==> src/rtl/sram_model_core.sv <==
// Behavioural single-clock SRAM: one read port, one write port, backdoor-visible storage.
// Latency: write 1 edge; read 1 cycle when RAM_IS_SYNCHRONOUS=1, 0 cycles otherwise.
// Backpressure: none; every enabled access completes in the cycle it is presented.
//
// Ports:
//   ramclk     - sole clock, all state updates on its rising edge
//   n_rst      - asynchronous active-low reset (clears the read register only)
//   addr       - read address; also the write address when DUAL=0
//   addr_write - write address, used only when DUAL=1
//   wen / ren  - write / read enables (ren ignored in combinational-read mode)
//   wdat       - write data
//   rdat       - read data
module sram_model_core #(
    parameter int ADDR_WIDTH         = 8,
    parameter int DATA_WIDTH         = 8,
    parameter int RAM_IS_SYNCHRONOUS = 1,
    parameter int DUAL               = 0
) (
    input  logic                  ramclk,
    input  logic                  n_rst,
    input  logic [ADDR_WIDTH-1:0] addr,
    input  logic [ADDR_WIDTH-1:0] addr_write,
    input  logic                  wen,
    input  logic                  ren,
    input  logic [DATA_WIDTH-1:0] wdat,
    output logic [DATA_WIDTH-1:0] rdat
);

    localparam int DEPTH = 1 << ADDR_WIDTH;

    // Name and ascending range are relied on by hierarchical load/dump tasks.
    // Not reset, so contents loaded by a backdoor survive a reset pulse.
    logic [DATA_WIDTH-1:0] ram [0:DEPTH-1];

    logic [ADDR_WIDTH-1:0] waddr;

    assign waddr = (DUAL != 0) ? addr_write : addr;

    // Write process. Kept as a plain clocked block so a testbench may also
    // deposit values into ram hierarchically without a driver conflict.
    always @(posedge ramclk) begin
        if (n_rst && wen) begin
            ram[waddr] <= wdat;
        end
    end

    // Read path. The register samples ram before the write in the same edge
    // lands, which gives read-before-write on a same-word collision.
    generate
        if (RAM_IS_SYNCHRONOUS != 0) begin : g_sync_read
            logic [DATA_WIDTH-1:0] rdat_q;
            logic [DATA_WIDTH-1:0] rdat_d;

            assign rdat_d = ren ? ram[addr] : rdat_q;

            always_ff @(posedge ramclk or negedge n_rst) begin
                if (!n_rst) begin
                    rdat_q <= '0;
                end else begin
                    rdat_q <= rdat_d;
                end
            end

            assign rdat = rdat_q;
        end else begin : g_comb_read
            // Follows memory continuously, reset included.
            assign rdat = ram[addr];
        end
    endgenerate

    // Simulation-only guard against undefined addresses or data on enabled ports.
    always @(posedge ramclk) begin
        if (ren) begin
            assert (!$isunknown(addr))
                else $error("sram_model_core: X/Z on addr with ren=1");
        end
        if (wen) begin
            assert (!$isunknown(waddr))
                else $error("sram_model_core: X/Z on write address with wen=1");
            assert (!$isunknown(wdat))
                else $error("sram_model_core: X/Z on wdat with wen=1");
        end
    end

endmodule

==> config.mk <==
export PLATFORM = sky130hd
export DESIGN_NAME = sram_model_core
export DESIGN_NICKNAME = d
export VERILOG_FILES = /design/src/rtl/sram_model_core.sv
export SDC_FILE = /design/constraint.sdc
export NUM_CORES = 2
export LEC_CHECK = 0
export CAP_MARGIN = 40
export CORE_MARGIN = 3
export CORE_UTILIZATION = 57
export CTS_CLUSTER_DIAMETER = 30
export DETAILED_ROUTE_END_ITERATION = 16
export PLACE_DENSITY = 0.76
export SYNTH_ARGS = -nofsm -noshare
export SYNTH_HDL_FRONTEND = slang
export SYNTH_SLANG_ARGS = --single-unit
==> constraint.sdc <==
create_clock -name ramclk -period 2 [get_ports ramclk]
set_input_delay 0.4 -clock ramclk [delete_from_list [all_inputs] [get_ports ramclk]]
set_output_delay 0.4 -clock ramclk [all_outputs]
set_load 0.02 [all_outputs]
==> flow_metrics.py <==
metrics = {
    "synthesis": {
        "post_synth_edffs": 2048,
        "ys.warnings.count": 0,
        "yosys.area.top_type": "sky130_fd_sc_hd__edfxtp_1",
        "synthesis.instances": 3789,
        "post_synth_instance_area_sq_um": 80400,
        "syn-num-nets": 3817,
        "yosys_register_bits": 2056,
        "post_synth_num_cell_types": 65,
        "synth_top_cell_area_share_pct": 76.5,
        "seq_area_frac_synth_pct": 76.7,
        "post_synth.cell_area_avg_sq_um": 21.2,
        "synth_ff_type": "sky130_fd_sc_hd__edfxtp_1",
        "synth_area_leaders": "sky130_fd_sc_hd__edfxtp_1 (76%), sky130_fd_sc_hd__mux4_2 (13%), sky130_fd_sc_hd__mux2i_1 (1.6%), sky130_fd_sc_hd__mux4_1 (1.2%), sky130_fd_sc_hd__nor2_1 (1.1%)",
        "ys_async_sr_fraction_pct": 0.389,
    },
    "clocking": {
        "clk_pin_slew_worst_paths_ps": 60,
        "cts.htree.levels": 5,
        "insertion_delay_to_the_later_sink_of_the_worst_skew_pair_ps": 930,
        "tritoncts": "yes",
        "cts_inserted_buffers": 384,
        "clockBufferDepth": 4,
        "cts.root.buffer_cell": "sky130_fd_sc_hd__clkbuf_16",
        "cts.sinks": 2056,
    },
    "cells_and_area": {
        "nNetsFinal": 4749,
        "multi_input_comb_area_sq_um": 19900,
        "layout.cells.most_common_list": "sky130_fd_sc_hd__edfxtp_1 (2048), sky130_fd_sc_hd__buf_4 (467), sky130_fd_sc_hd__mux4_2 (460)",
        "post_route_cells_drive_above_1_share_pct": 45.1,
        "fillerInstances": 6531,
        "area_growth_syn_to_layout_pct": 32.5,
        "area.sequential_sq_um": 61700,
        "mostFrequentLayoutCell": "sky130_fd_sc_hd__edfxtp_1",
    },
    "sta": {
        "finalSetupViolations": 18,
        "max_clock_freq_ghz": 0.426,
        "post-route-min-period_ps": 2350,
        "finalHoldViolations": 0,
        "fin_skew_ps": 67.0,
        "timing.final.crit_share_pct": 117,
        "fin_ws_ps": -346,
        "rsz0062_at_grt": "yes",
        "final-max-slew-violation-count": 0,
        "relSlewSlack_pct": 55.5,
        "tns_ps": -2380,
        "timing_worst_slew_pin_value_ps": 667,
    },
    "routing": {
        "finalWirelength_um": 252000,
        "vias_per_cell": 6.90,
        "detail_route.iter0.violations": 7312,
        "post_dr_wirelength_cell_um": 36.5,
        "postRouteAntennaNets": 0,
        "firstDrtPassIters": 7,
        "dr_total_vias": 47600,
        "count_of_unresolved_drc_violations_after_routing": 0,
    },
    "critical_path": {
        "critical_path_arrival_ps": 3160,
        "crit_path_max_fanout": 1,
        "required_ps": 2810,
        "timing.setup.critical_path_class": "flip-flop to flip-flop",
        "cp-end-kind": "flip-flop",
        "worst_setup_path_start_kind": "flip-flop",
    },
    "global_routing": {
        "groute.usage.overall_pct": 34.7,
        "grt_antenna_before_repair": 6,
        "globalRoute.totalOverflow": 0,
        "pin_count_of_the_biggest_net_entering_global_routing": 82,
        "grt_use_met1_pct": 44.6,
        "use_met2_pct": 54.3,
        "globalRoute.busiestLayer": "met2",
        "globalRouteMet3Util_pct": 9.95,
        "first_global_vias": 48800,
        "grt_first_pass_wirelength_um": 358000,
    },
    "pwr": {
        "cell_internal_pwr_w": 0.0923,
        "power.leakage_nw": 35.7,
        "netSwitchingFraction_pct": 22.3,
        "switching_power_w": 0.0266,
        "worst_ir_drop_vdd_mv": 0.760,
        "power.share.clock_pct": 54.9,
        "total_power_w": 0.119,
        "pwr_density_cell_nw_per_um2": 1120,
        "power_frac_seq_pct": 40.0,
        "comb_power_share_pct": 5.1,
    },
    "floorplan": {
        "floorplan.die_area_sq_um": 146000,
        "initial_utilization_pct": 57.6,
        "top_level_ports": 36,
        "die_y_extent_um": 382,
        "fp.coreArea_sq_um": 140000,
        "rows": 137,
        "die_x_um": 382,
    },
    "placed_design": {
        "detailed_place_hpwl_um": 142000,
        "preCtsSetupSlack_ps": -1450,
        "gp_routability_congestion": 0.963,
        "buffer_ports.inserted": 27,
    },
    "flow_run": {
        "drv_cap": 0,
    },
    "outcome": {
        "status": "finished, violations left",
        "violations": "negative setup slack",
    },
    "min_path": {
        "worst_hold_path_type": "input pin to flip-flop",
    },
}
[path summary, 6_finish.rpt]
kind                               endpoint   startpoint  cells after the start  slack (ps)
worst max-delay path                rdat[6]  ram[135][6]                      7        -350
worst min-delay path            ram[208][1]      wdat[1]                      1          50
worst max register to register      rdat[6]  ram[135][6]                      7        -350
worst min register to register      rdat[5]      rdat[5]                      1         640
max in group asynchronous           rdat[4]        n_rst                      3        1350
min in group asynchronous           rdat[6]        n_rst                      3         420
[timing repair]
action | CTS | global route
gates cloned | 1 | 1
resized for setup | 160 | 32
endpoints found under the setup margin | 181 | 183
buffers inserted | 1 | 7
pin swaps | 26 | 12
hold buffers | 4 | 0
endpoints found under the hold margin | 87 | 0
[worst max-delay path: stages, from the launching register on]
cell and delay, ps:
sky130_fd_sc_hd__edfxtp_1 390, sky130_fd_sc_hd__mux4_2 510, sky130_fd_sc_hd__mux4_2 570, sky130_fd_sc_hd__nor2b_4 180
sky130_fd_sc_hd__a31oi_4 260, sky130_fd_sc_hd__o21ai_4 160, sky130_fd_sc_hd__nor2_1 120, sky130_fd_sc_hd__o21ai_1 70
[flip-flops by register name, indices dropped and copies added (netlist names)]
signal	flops
ram	2048
rdat	8
[cell families after synthesis]
family,after synthesis,share of synthesized area (%)
and+or+nand+nor,587,3.10
DFF,2056,76.7
buffers and inverters,244,1.89
muxes,648,16.0
AOI/OAI and AO/OA,254,2.31
[cell type report]
cell class	instances	area share (%)
Antenna cell	4	0.00940
Inverter	4	0.0211
Clock buffer	424	9.28
Sequential cell	2056	57.9
Tap cell	1876	2.20
Clock inverter	266	2.89
Timing Repair Buffer	786	9.03
Multi-Input combinational cell	1489	18.7
[per-stage QoR]
| stage | instance area [sq um] | cells | utilization, % | hold slack, ps |
|---|---|---|---|---|
| 3_5_place_dp | 92700 | 6205 | 66.4 | 661 |
| 2_1_floorplan | 82900 | 3789 | - | 104 |
| 5_1_grt | 107000 | 6901 | 76.3 | 46.8 |
| 6_report | 107000 | 6905 | 76.3 | 49.0 |
| 3_3_place_gp | 92700 | 6205 | 66.4 | 650 |
| 4_1_cts | 106000 | 6893 | 76.1 | 29.3 |
[metal layers]
layer / part of all wire (%) / up-vias / wire length, um
li1: - / 17900 / -
met1: 33 / 24400 / 82700
met2: 48 / 4330 / 121000
met3: 13 / 1030 / 31900
met4: 6.4 / 4 / 16100
met5: 0.0075 / - / 19
[power groups by stage]
stage	Combinational, W	Sequential, W	Clock [W]
after floorplan	0.00259	0.0484	0
after global placement	0.00537	0.0484	0
after detailed placement	0.00547	0.0484	0
after CTS	0.00582	0.0476	0.0653
after global routing	0.00617	0.0476	0.0674
final	0.00604	0.0476	0.0652
[synth_stat cells, types with 4 or more instances]
master                      number
sky130_fd_sc_hd__buf_1          12
sky130_fd_sc_hd__o311ai_0        5
sky130_fd_sc_hd__o211ai_1       11
sky130_fd_sc_hd__nor2_1        245
sky130_fd_sc_hd__and2_1          8
sky130_fd_sc_hd__nor3_1         67
sky130_fd_sc_hd__a32o_1          6
sky130_fd_sc_hd__mux4_2        457
sky130_fd_sc_hd__a22oi_1        44
sky130_fd_sc_hd__a22o_1          7
sky130_fd_sc_hd__o21ai_0        22
sky130_fd_sc_hd__a311oi_1        6
sky130_fd_sc_hd__nand2b_1        9
sky130_fd_sc_hd__clkbuf_1       95
sky130_fd_sc_hd__nor4_1          6
sky130_fd_sc_hd__a211oi_1        6
sky130_fd_sc_hd__buf_2          56
sky130_fd_sc_hd__o21ai_1         4
sky130_fd_sc_hd__o22ai_1        19
sky130_fd_sc_hd__buf_4          29
sky130_fd_sc_hd__nand2_1       179
sky130_fd_sc_hd__a2111oi_0       6
sky130_fd_sc_hd__buf_12          5
sky130_fd_sc_hd__mux4_1         37
sky130_fd_sc_hd__nor2b_1        16
sky130_fd_sc_hd__a31oi_1        12
sky130_fd_sc_hd__o221ai_1        6
sky130_fd_sc_hd__a32oi_1        38
sky130_fd_sc_hd__mux2i_1       132
sky130_fd_sc_hd__dfrtp_1         8
sky130_fd_sc_hd__nand3_1        37
sky130_fd_sc_hd__and3_1          7
sky130_fd_sc_hd__edfxtp_1     2048
sky130_fd_sc_hd__o32ai_1         5
sky130_fd_sc_hd__buf_6          29
sky130_fd_sc_hd__mux2_2         22
sky130_fd_sc_hd__a21oi_1        33
sky130_fd_sc_hd__o32a_1          4
sky130_fd_sc_hd__buf_8          10
(Power assumes the default switching activity.)
